### src/rtl/mmio_arb_pkg.sv
`default_nettype none
// +----------------------------------------------------------------------------+
// | Module  : mmio_arb_pkg                                                     |
// | Purpose : Shared types and helpers for the MMIO memory arbiter.            |
// |           - arb_state_t : arbiter FSM states (IDLE / ISSUE / RESP)         |
// |           - ERR_RDATA   : read data returned on a watchdog timeout         |
// |           - grant_w()   : width of a requester index                       |
// | Revision: 1.0 - initial release                                            |
// +----------------------------------------------------------------------------+
package mmio_arb_pkg;

   typedef enum logic [1:0] {
      IDLE  = 2'd0,
      ISSUE = 2'd1,
      RESP  = 2'd2
   } arb_state_t;

   // Wide enough for any supported data width; users slice the low bits.
   localparam logic [1023:0] ERR_RDATA = '1;

   // Index width for n requesters; never narrower than one bit.
   function automatic int grant_w(input int n);
      return (n < 2) ? 1 : $clog2(n);
   endfunction

endpackage
`default_nettype wire

### src/rtl/mmio_mem_arbiter_rr_picker.sv
`default_nettype none
// +----------------------------------------------------------------------------+
// | Module  : rr_picker                                                        |
// | Purpose : Combinational round-robin find-first. Searches req starting at   |
// |           last_grant+1 with wrap-around and returns the first set index.   |
// | Ports   : req        in  N_REQ  request vector                             |
// |           last_grant in  GW     index granted most recently                |
// |           winner     out GW     selected index (0 when nothing found)      |
// |           found      out 1      at least one request is set                |
// | Revision: 1.0 - initial release                                            |
// +----------------------------------------------------------------------------+
module rr_picker
   import mmio_arb_pkg::*;
#(
   parameter int N_REQ = 2
) (
   input  logic [N_REQ-1:0]          req,
   input  logic [grant_w(N_REQ)-1:0] last_grant,
   output logic [grant_w(N_REQ)-1:0] winner,
   output logic                      found
);

   localparam int GW = grant_w(N_REQ);

   // Walk offsets from farthest to nearest so the nearest set request after
   // last_grant is the final (winning) assignment.
   always_comb begin
      winner = '0;
      found  = 1'b0;
      for (int k = N_REQ; k >= 1; k--) begin
         if (req[(int'(last_grant) + k) % N_REQ]) begin
            winner = GW'((int'(last_grant) + k) % N_REQ);
            found  = 1'b1;
         end
      end
   end

endmodule
`default_nettype wire

### src/rtl/mmio_mem_arbiter.sv
`default_nettype none
// +----------------------------------------------------------------------------+
// | Module  : mmio_mem_arbiter                                                 |
// | Purpose : Round-robin arbiter sharing one MMIO memory port between N_REQ   |
// |           requesters. One transaction at a time: latch winner command,     |
// |           drive it downstream until mem_ack, pulse resp_valid to winner.   |
// | Ports   : clk, rst (async, active-high)                                    |
// |           req_valid/we/addr/wdata/wmask  packed per-requester commands     |
// |           resp_valid/rdata/err           per-requester completion          |
// |           mem_req/we/addr/wdata/wmask, mem_ack/rdata  downstream port      |
// |           busy, grant_id                 status                            |
// | Options : define ARB_TIMEOUT_EN to enable the ISSUE watchdog               |
// |           (TIMEOUT_CYCLES); otherwise ISSUE waits forever, resp_err = 0.   |
// | Revision: 1.0 - initial release                                            |
// +----------------------------------------------------------------------------+
module mmio_mem_arbiter
   import mmio_arb_pkg::*;
#(
   parameter int ADDR_WIDTH     = 64,
   parameter int DATA_WIDTH     = 64,
   parameter int N_REQ          = 2,
   parameter int TIMEOUT_CYCLES = 1024
) (
   input  logic                          clk,
   input  logic                          rst,
   input  logic [N_REQ-1:0]              req_valid,
   input  logic [N_REQ-1:0]              req_we,
   input  logic [N_REQ*ADDR_WIDTH-1:0]   req_addr,
   input  logic [N_REQ*DATA_WIDTH-1:0]   req_wdata,
   input  logic [N_REQ*DATA_WIDTH/8-1:0] req_wmask,
   output logic [N_REQ-1:0]              resp_valid,
   output logic [DATA_WIDTH-1:0]         resp_rdata,
   output logic                          resp_err,
   output logic                          mem_req,
   output logic                          mem_we,
   output logic [ADDR_WIDTH-1:0]         mem_addr,
   output logic [DATA_WIDTH-1:0]         mem_wdata,
   output logic [DATA_WIDTH/8-1:0]       mem_wmask,
   input  logic                          mem_ack,
   input  logic [DATA_WIDTH-1:0]         mem_rdata,
   output logic                          busy,
   output logic [grant_w(N_REQ)-1:0]     grant_id
);

   localparam int GW = grant_w(N_REQ);
   localparam int MW = DATA_WIDTH / 8;

   if (N_REQ < 2 || N_REQ > 8 || TIMEOUT_CYCLES < 2) begin : g_param_check
      $error("mmio_mem_arbiter: unsupported parameter value");
   end

   arb_state_t            state;
   arb_state_t            state_next;
   logic [GW-1:0]         last_grant;
   logic [GW-1:0]         pick;
   logic                  found;
   logic                  cmd_we;
   logic [ADDR_WIDTH-1:0] cmd_addr;
   logic [DATA_WIDTH-1:0] cmd_wdata;
   logic [MW-1:0]         cmd_wmask;
   logic [DATA_WIDTH-1:0] rdata_q;
   logic                  timeout_hit;

   rr_picker #(
      .N_REQ(N_REQ)
   ) u_picker (
      .req        (req_valid),
      .last_grant (last_grant),
      .winner     (pick),
      .found      (found)
   );

`ifdef ARB_TIMEOUT_EN
   localparam int CW = $clog2(TIMEOUT_CYCLES) + 1;
   logic [CW-1:0] wd_cnt;
   logic          err_q;

   // Held at zero outside ISSUE, so it reads 0 in the first ISSUE cycle.
   always_ff @(posedge clk or posedge rst) begin
      if (rst)                  wd_cnt <= '0;
      else if (state != ISSUE)  wd_cnt <= '0;
      else                      wd_cnt <= wd_cnt + 1'b1;
   end

   // A same-cycle ack takes precedence over the limit.
   assign timeout_hit = (state == ISSUE) && !mem_ack
                        && (wd_cnt == CW'(TIMEOUT_CYCLES - 1));

   always_ff @(posedge clk or posedge rst) begin
      if (rst)                  err_q <= 1'b0;
      else if (state == ISSUE)  err_q <= timeout_hit;
   end

   assign resp_err = (state == RESP) && err_q;
`else
   assign timeout_hit = 1'b0;
   assign resp_err    = 1'b0;
`endif

   always_ff @(posedge clk or posedge rst) begin
      if (rst) state <= IDLE;
      else     state <= state_next;
   end

   always_comb begin
      state_next = state;
      mem_req    = 1'b0;
      resp_valid = '0;
      case (state)
         IDLE: begin
            if (found) state_next = ISSUE;
         end
         ISSUE: begin
            mem_req = 1'b1;
            if (mem_ack || timeout_hit) state_next = RESP;
         end
         RESP: begin
            resp_valid[grant_id] = 1'b1;
            state_next           = IDLE;
         end
         default: state_next = IDLE;
      endcase
   end

   // Command latch and response data. Requester inputs are only looked at
   // in IDLE, so the granted requester is free to change them afterwards.
   always_ff @(posedge clk or posedge rst) begin
      if (rst) begin
         last_grant <= GW'(N_REQ - 1);
         grant_id   <= '0;
         cmd_we     <= 1'b0;
         cmd_addr   <= '0;
         cmd_wdata  <= '0;
         cmd_wmask  <= '0;
         rdata_q    <= '0;
      end else begin
         case (state)
            IDLE: begin
               if (found) begin
                  grant_id   <= pick;
                  last_grant <= pick;
                  cmd_we     <= req_we[pick];
                  cmd_addr   <= req_addr[pick*ADDR_WIDTH +: ADDR_WIDTH];
                  cmd_wdata  <= req_wdata[pick*DATA_WIDTH +: DATA_WIDTH];
                  cmd_wmask  <= req_wmask[pick*MW +: MW];
               end
            end
            ISSUE: begin
               if (mem_ack)
                  rdata_q <= cmd_we ? '0 : mem_rdata;
               else if (timeout_hit)
                  rdata_q <= ERR_RDATA[DATA_WIDTH-1:0];
            end
            default: ;
         endcase
      end
   end

   assign mem_we     = cmd_we;
   assign mem_addr   = cmd_addr;
   assign mem_wdata  = cmd_wdata;
   assign mem_wmask  = cmd_wmask;
   assign resp_rdata = rdata_q;
   assign busy       = (state != IDLE);

endmodule
`default_nettype wire

### config.mk
export PLATFORM = sky130hd
export DESIGN_NAME = mmio_mem_arbiter
export DESIGN_NICKNAME = d
export VERILOG_FILES = /design/src/rtl/mmio_arb_pkg.sv /design/src/rtl/mmio_mem_arbiter_rr_picker.sv /design/src/rtl/mmio_mem_arbiter.sv
export SDC_FILE = /design/constraint.sdc
export NUM_CORES = 1
export LEC_CHECK = 0
export ABC_AREA = 1
export CORE_AREA = 2 2 213 215
export DETAILED_ROUTE_END_ITERATION = 16
export DIE_AREA = 0 0 215 217
export SLEW_MARGIN = 20
export SYNTH_ARGS = -nofsm -noshare
export SYNTH_HDL_FRONTEND = slang
export SYNTH_SLANG_ARGS = --single-unit
### constraint.sdc
create_clock -name clk -period 13.8 [get_ports clk]
set_input_delay 1.38 -clock clk [delete_from_list [all_inputs] [get_ports clk]]
set_output_delay 1.38 -clock clk [all_outputs]
set_load 0.05 [all_outputs]
==> flow_summary.ini, run 1 <==
[place]
routabilityCongestion = 0.890
placed_area_sq_um = 16300
io_buffers = 548
dpl.cell_count = 2536
dp_hpwl_mm = 28.7

[clock_network]
clkSinkCount = 205
cts_tree = done
worstSkewPairLatency_ps = 540
path_clk_slew_ps = 60
postCtsSetupRepairBufs = 0
htreeDepth = 1
ctsHoldBuffers = 0
cts-root-buf = clkbuf_16
cts_inserted_buffers = 26
cts_buffer_depth = 3
cts_resized = 0

[die]
die_w_um = 215
dieArea_sq_um = 46700
num_rows = 78
die_h_um = 217
io_pins = 550
start_util = 0.234
fp.coreArea_sq_um = 44700

[power]
leakage_uw = 0.00879
ir_drop_uv = 132
p_per_area_nw_per_um2 = 250

[grt]
gr-total-overflow = 0
track_usage = 0.170
grt_pass1_vias = 11000
grt_pass1_wl_mm = 63.2
grt_max_degree = 139
antenna_found_initial = 1

[logic_synthesis]
ys_top_cells_by_count = 545 x nand2_1, 278 x inv_1, 274 x nand3_1
seq_area_frac_synth = 0.490
synthSimpleGateAreaFrac = 0.330
synth_ff_type = dfrtp_1
synthAdderAreaFrac = 0
syn_area_per_cell_sq_um = 7.11
syn_nets = 1817
synth_xor_area_frac = 0
ys_top_cells_by_area = dfrtp_1 49%, nand2_1 20%, nand3_1 13%
syn_inst = 1474
synth.most_common_cell = nand2_1
yosys.area.top_type_share = 0.487
synth-seq-cells = 205
synth_top_family_by_area = simple AND/OR/NAND/NOR gates
synth_compound_area_frac = 0.0318
syn_area_sq_um = 10500
yosys_warnings = 0
synth_cell_types = 20
synth_edf_count = 0
synth_mux_area_frac = 0
yosysTopAreaCell = dfrtp_1
async_reset_ff_frac = 1.00

[finish]
multi_input_area_sq_um = 3810
final_cell_count_no_fill = 2583
post-route-util = 0.385
area_growth_pct = 64.5
area.sequential_sq_um = 5130
n_antenna_cell = 0
nFillCells = 4670
drive_above_1_share = 0.0323
stdcell_area_sq_um = 17200
nets = 2307

[timing]
rsz0062_at_grt = no
fin_crit_sh = 0.275
finalHoldViolations = 0
setup_viol = 0
skew_ps = 21.5
period_needed_ps = 3790
clock.fmax_mhz = 264
fin_setup_tns_ps = 0
final-max-slew-violation-count = 0
worstMarginPinSlew_ps = 1070
relSlewSlack = 0.284
hold_ws_ps = 478

[route]
wl_mm = 40.8
drt-vias-per-instance = 4.25
dr.max_layer_used = met5
drt_iter0_markers = 625
route.met3.wl_mm = 3.52
routedWlPerCell_um = 15.8
drcViolationCount = 0
drt.antenna.violating_nets = 0
vias = 11000
routed-wl-met2_mm = 19.5
m1WireLength_mm = 16.9
firstDrtPassIters = 5

[worst_setup_path]
rrSetupSlack_ps = 10850
cp_slowest_cell = nand2_4
startpoint_type = input pin
crit_path_end_kind = flip-flop
cp_data_required_time_ps = 14270
cp_num_buf_inv = 3
path_delay_family = buffers and inverters
crit_fanout = 83
path_cells = clkdlybuf4s50_1 -> nand2_4 -> buf_4 -> nand2_4 -> buf_4 -> nand2_1 -> nand3_1 -> nand2_1
cp.arrival_ps = 4260
cpPeakStageDelay_ps = 650
path_class = input pin to flip-flop

[min_path]
hold_class = flip-flop to flip-flop

[flow_run]
maxCapViolCount = 0

[run_status]
outcome = finished clean
[through the flow]
step / worst slack (ps) / total power (uW)
2_1_floorplan: 6830 / 2710
3_3_place_gp: 9550 / 3620
3_5_place_dp: 9500 / 3640
4_1_cts: 10080 / 4370
5_1_grt: 9810 / 4560
6_report: 10010 / 4310
[cell usage in the layout, fill, tap and decap left out, types with 3 or more instances in the layout]
cell type        instances
buf_4                    9
clkbuf_1                 4
clkbuf_16               26
clkbuf_8                 9
clkdlybuf4s50_1        547
clkinv_2                 4
dfrtp_1                204
inv_1                  277
nand2_1                542
nand2_4                  3
nand3_1                274
o21ai_0                 41
o21ai_1                 24
[worst register-to-register path, delay by kind of cell (launching register included)]
| family | cells | cell delay (ps) |
|---|---|---|
| buffers and inverters | 2 | 1080 |
| and+or+nand+nor | 5 | 1180 |
| DFF | 1 | 550 |
[worst paths after layout]
check | start | depth (start not counted) | to
min in group asynchronous | rst | 2 | mem_wdata[2]$_DFFE_PP0P_
min | mem_addr[13]$_DFFE_PP0P_ | 2 | mem_addr[13]$_DFFE_PP0P_
min reg2reg | mem_addr[13]$_DFFE_PP0P_ | 2 | mem_addr[13]$_DFFE_PP0P_
max in group asynchronous | rst | 3 | mem_addr[32]$_DFFE_PP0P_
max | req_valid[0] | 8 | mem_addr[6]$_DFFE_PP0P_
max reg2reg | last_grant$_DFFE_PP1P_ | 7 | mem_addr[6]$_DFFE_PP0P_
[state kept, by name (all words and copies together), names as in the netlist]
name	flops
grant_id	1
last_grant	1
mem_addr	64
mem_wdata	64
mem_we	1
mem_wmask	8
resp_rdata	64
state	2
[power by group]
group | switching (uW) | total, uW | internal, uW
combinational | 1750 | 2540 | 786
sequential | 173 | 1080 | 902
clock | 271 | 702 | 431
[routing by layer]
layer / vias to the layer above / global-route usage
li1: 5417 / -
met1: 5099 / 0.211
met2: 414 / 0.288
met3: 49 / 0.0486
met4: 2 / 0.0462
met5: - / 0
[cell type report]
cell class	count	area share
Tap cell	600	0.0436
Clock buffer	39	0.0458
Inverter	281	0.0618
Multi-Input combinational cell	892	0.221
Clock inverter	8	0.00610
Timing Repair Buffer	558	0.324
Sequential cell	205	0.298
[logic make-up after synthesis]
logic type / count (synthesis)
other: 1
AND/OR/NAND/NOR: 825
AO/OA/AOI/OAI: 66
flip-flops: 205
buffers and inverters: 377
No activity file was read; power rests on OpenSTA's default activity.
==> run 2: changes to the inputs <==
==> constraint.sdc (replaced) <==
create_clock -name clk -period 3.4 [get_ports clk]
set_input_delay 0.34 -clock clk [delete_from_list [all_inputs] [get_ports clk]]
set_output_delay 0.34 -clock clk [all_outputs]
set_load 0.05 [all_outputs]
==> flow_summary.ini, run 2 (synthesis results as in run 1) <==
[route]
wl_mm = 39.6
routed-wl-met2_mm = 19.0
route.met3.wl_mm = 2.88
routedWlPerCell_um = 15.3
m1WireLength_mm = 16.6
drt.antenna.violating_nets = 0
vias = 11100
drcViolationCount = 0
dr.max_layer_used = met4
drt_iter0_markers = 676
firstDrtPassIters = 5
drt-vias-per-instance = 4.27

[timing]
relSlewSlack = 0.382
finalHoldViolations = 0
fin_setup_tns_ps = 0
hold_ws_ps = 238
final-max-slew-violation-count = 0
worstMarginPinSlew_ps = 927
clock.fmax_mhz = 402
setup_viol = 0
skew_ps = 12.9
rsz0062_at_grt = no
fin_crit_sh = 0.732
period_needed_ps = 2490

[clock_network]
worstSkewPairLatency_ps = 540
postCtsSetupRepairBufs = 0
ctsHoldBuffers = 0
path_clk_slew_ps = 60
clkSinkCount = 205
htreeDepth = 1
cts_resized = 0
cts-root-buf = clkbuf_16
cts_buffer_depth = 3
cts_inserted_buffers = 26
cts_tree = done

[worst_setup_path]
cp_num_buf_inv = 2
crit_fanout = 4
cpPeakStageDelay_ps = 880
path_cells = inv_2 -> nor2_2 -> clkdlybuf4s50_1
crit_path_end_kind = primary output
path_class = flip-flop to primary output
cp_slowest_cell = clkdlybuf4s50_1
crit_start = state[0]$_DFFE_PP0P_
r2r-end = mem_wdata[47]$_DFFE_PP0P_
startpoint_type = flip-flop
path_delay_family = buffers and inverters
worstReg2RegStart = state[1]$_DFFE_PP0P_
cp.arrival_ps = 2150
reg2reg_depth = 6
rrSetupSlack_ps = 1440
cp_data_required_time_ps = 3060

[place]
dp_hpwl_mm = 28.5
routabilityCongestion = 0.927
io_buffers = 548

[die]
dieArea_sq_um = 46700
die_w_um = 215
fp.coreArea_sq_um = 44700
start_util = 0.234
die_h_um = 217
num_rows = 78
io_pins = 550

[finish]
layout_common_cells = 547 x clkdlybuf4s50_1, 542 x nand2_1, 277 x inv_1
post-route-util = 0.385
nets = 2311
area_growth_pct = 64.4
final_common_cell = clkdlybuf4s50_1
area.sequential_sq_um = 5130
multi_input_area_sq_um = 3810
nFillCells = 4696
drive_above_1_share = 0.0307

[run_status]
outcome = finished clean

[flow_run]
maxCapViolCount = 0

[grt]
grt_max_degree = 139
antenna_found_initial = 2
grt_pass1_wl_mm = 61.7
track_usage = 0.164
gr-total-overflow = 0
grt_pass1_vias = 10900

[power]
leakage_uw = 0.00877
p_per_area_nw_per_um2 = 1000
power_uw = 17300
ir_drop_uv = 1340

[min_path]
hold_class = input pin to asynchronous set/reset pin
[run 2: area by class of cell]
class,instances,area share
clock inverters,6,0.00211
clock buffers,38,0.0434
repair buffers,562,0.330
flip-flops and latches,205,0.298
inverters,281,0.0617
well taps,600,0.0436
diodes,2,0.000291
multi-input cells,892,0.221
[run 2: worst reg2reg max path, delay by kind of cell (launching register included)]
family | cells | cell delay (ps)
DFF | 1 | 400
buffers and inverters | 2 | 630
and+or+nand+nor | 4 | 870
[run 2: through the flow]
stage          cell area (sq um)  setup slack, ps  cells
2_1_floorplan              10500              403   1474
3_3_place_gp               16400             1250   2540
3_5_place_dp               16400             1260   2540
4_1_cts                    17200              833   2584
5_1_grt                    17200              809   2586
6_report                   17200              910   2586
[run 2: how the worst max path moves through the flow]
stage                                end  slack, ps  cells after the start
2_1_floorplan       grant_id$_DFFE_PP0P_        400                      1
5_1_grt                          mem_req        810                      3
3_3_place_gp   mem_wdata[37]$_DFFE_PP0P_       1250                      7
3_5_place_dp    mem_addr[14]$_DFFE_PP0P_       1260                      7
6_report                         mem_req        910                      3
4_1_cts                          mem_req        830                      3
[run 2: power breakdown]
part	total (uW)	internal, uW	switching [uW]
Combinational	10300	3230	7090
Clock	2570	1510	1060
Sequential	4370	3660	705
Total	17300	8400	8860
[run 2: routing by layer]
layer	global-route usage	vias up
met2	0.283	441
li1	-	5420
met3	0.0366	63
met1	0.205	5127
met5	0	-
met4	0.0522	0
==> run 3: changes to the inputs <==
==> constraint.sdc (replaced) <==
create_clock -name clk -period 2.2 [get_ports clk]
set_input_delay 0.22 -clock clk [delete_from_list [all_inputs] [get_ports clk]]
set_output_delay 0.22 -clock clk [all_outputs]
set_load 0.05 [all_outputs]
==> flow_summary.ini, run 3 (synthesis results as in run 1) <==
[die]
dieArea_sq_um = 46700
io_pins = 550
fp.coreArea_sq_um = 44700
start_util = 0.234
die_w_um = 215
die_h_um = 217
num_rows = 78

[worst_setup_path]
crit_fanout = 3
crit_path_end_kind = primary output
cpPeakStageDelay_ps = 890
path_delay_family = buffers and inverters
cp_data_required_time_ps = 1980
path_cells = clkdlybuf4s50_1
startpoint_type = flip-flop
cp.arrival_ps = 1870
path_class = flip-flop to primary output
cp_slowest_cell = clkdlybuf4s50_1
cp_num_buf_inv = 1

[clock_network]
postCtsSetupRepairBufs = 0
cts_tree = done
cts-root-buf = clkbuf_16
path_clk_slew_ps = 60
clkSinkCount = 205
htreeDepth = 1
cts_inserted_buffers = 25
cts_buffer_depth = 3
worstSkewPairLatency_ps = 540

[grt]
grt_util_met2 = 0.285
use_met3 = 0.0465
antenna_found_initial = 2
grtUsageMet1 = 0.205
gr-total-overflow = 0
track_usage = 0.168
grt_busiest_layer = met2
grt_pass1_wl_mm = 62.6
grt_max_degree = 136
grt_pass1_vias = 11000

[timing]
worstMarginPinSlew_ps = 693
fin_crit_sh = 0.950
skew_ps = 13.0
clock.fmax_mhz = 479
setup_viol = 0
fin_ws_ps = 111
finalHoldViolations = 0
final-max-slew-violation-count = 0
fin_setup_tns_ps = 0
hold_ws_ps = 51.0
period_needed_ps = 2090
relSlewSlack = 0.538
rsz0062_at_grt = no

[flow_run]
maxCapViolCount = 0

[finish]
drive_above_1_share = 0.0396
stdcell_area_sq_um = 17500
post-route-util = 0.392
area_growth_pct = 67.1
nFillCells = 4703
nets = 2326
layout_common_cells = 542 x nand2_1, 542 x clkdlybuf4s50_1, 277 x inv_1

[power]
ir_drop_uv = 723
leakage_uw = 0.00893
p_per_area_nw_per_um2 = 1560

[route]
wl_mm = 40.6
routedWlPerCell_um = 15.6
drt.antenna.violating_nets = 0
firstDrtPassIters = 5
drt-vias-per-instance = 4.26
drt_iter0_markers = 545
drcViolationCount = 0
vias = 11100

[place]
placed_area_sq_um = 16700
place_worst_setup_slack_ps = 360
routabilityCongestion = 0.883
dp_hpwl_mm = 29.3
io_buffers = 548

[min_path]
hold_class = input pin to flip-flop

[run_status]
outcome = finished clean
[run 3: stage by stage]
step | power, uW | cells
floorplan | 17000 | 1474
global placement | 23000 | 2555
detailed placement | 23200 | 2555
CTS | 27600 | 2596
global route | 28700 | 2598
finish | 27200 | 2598
[run 3: per-layer routing]
metal / part of all wire / wire length (um)
met1: 0.41 / 16500
met3: 0.082 / 3320
met4: 0.033 / 1340
met2: 0.48 / 19500
met5: 0 / 0
[run 3: final cells by class]
cell class | instances | area, sq um | area share
timing repair buffer | 578 | 5940 | 0.339
sequential | 205 | 5130 | 0.293
multi-input combinational | 892 | 3810 | 0.218
inverter | 281 | 1060 | 0.0606
tap | 600 | 751 | 0.0429
clock buffer | 34 | 699 | 0.0400
clock inverter | 6 | 109 | 0.00622
antenna | 2 | 5.00 | 0.000286
[run 3: what timing repair did]
item | CTS | global route
setup endpoints to repair | 1 | 0
hold endpoints to repair | 6 | 0
hold buffers | 1 | 0
gates resized for setup | 1 | 0
[run 3: final timing paths]
kind,endpoint,slack (ps),depth (start not counted),startpoint
max reg2reg,mem_wdata[34]$_DFFE_PP0P_,450,7,state[1]$_DFFE_PP0P_
min,last_grant$_DFFE_PP1P_,50,3,req_valid[1]
max,mem_we,110,1,mem_we$_DFFE_PP0P_
min in group asynchronous,resp_rdata[41]$_DFFE_PP0P_,530,3,rst
min reg2reg,mem_wdata[16]$_DFFE_PP0P_,480,2,mem_wdata[16]$_DFFE_PP0P_
max in group asynchronous,mem_addr[9]$_DFFE_PP0P_,860,4,rst
[run 3: where the power goes]
part           leakage, uW  internal, uW  switching (uW)
combinational      0.00599          5240           11000
sequential         0.00254          5660            1100
clock             0.000397          2550            1650
total              0.00893         13400           13800
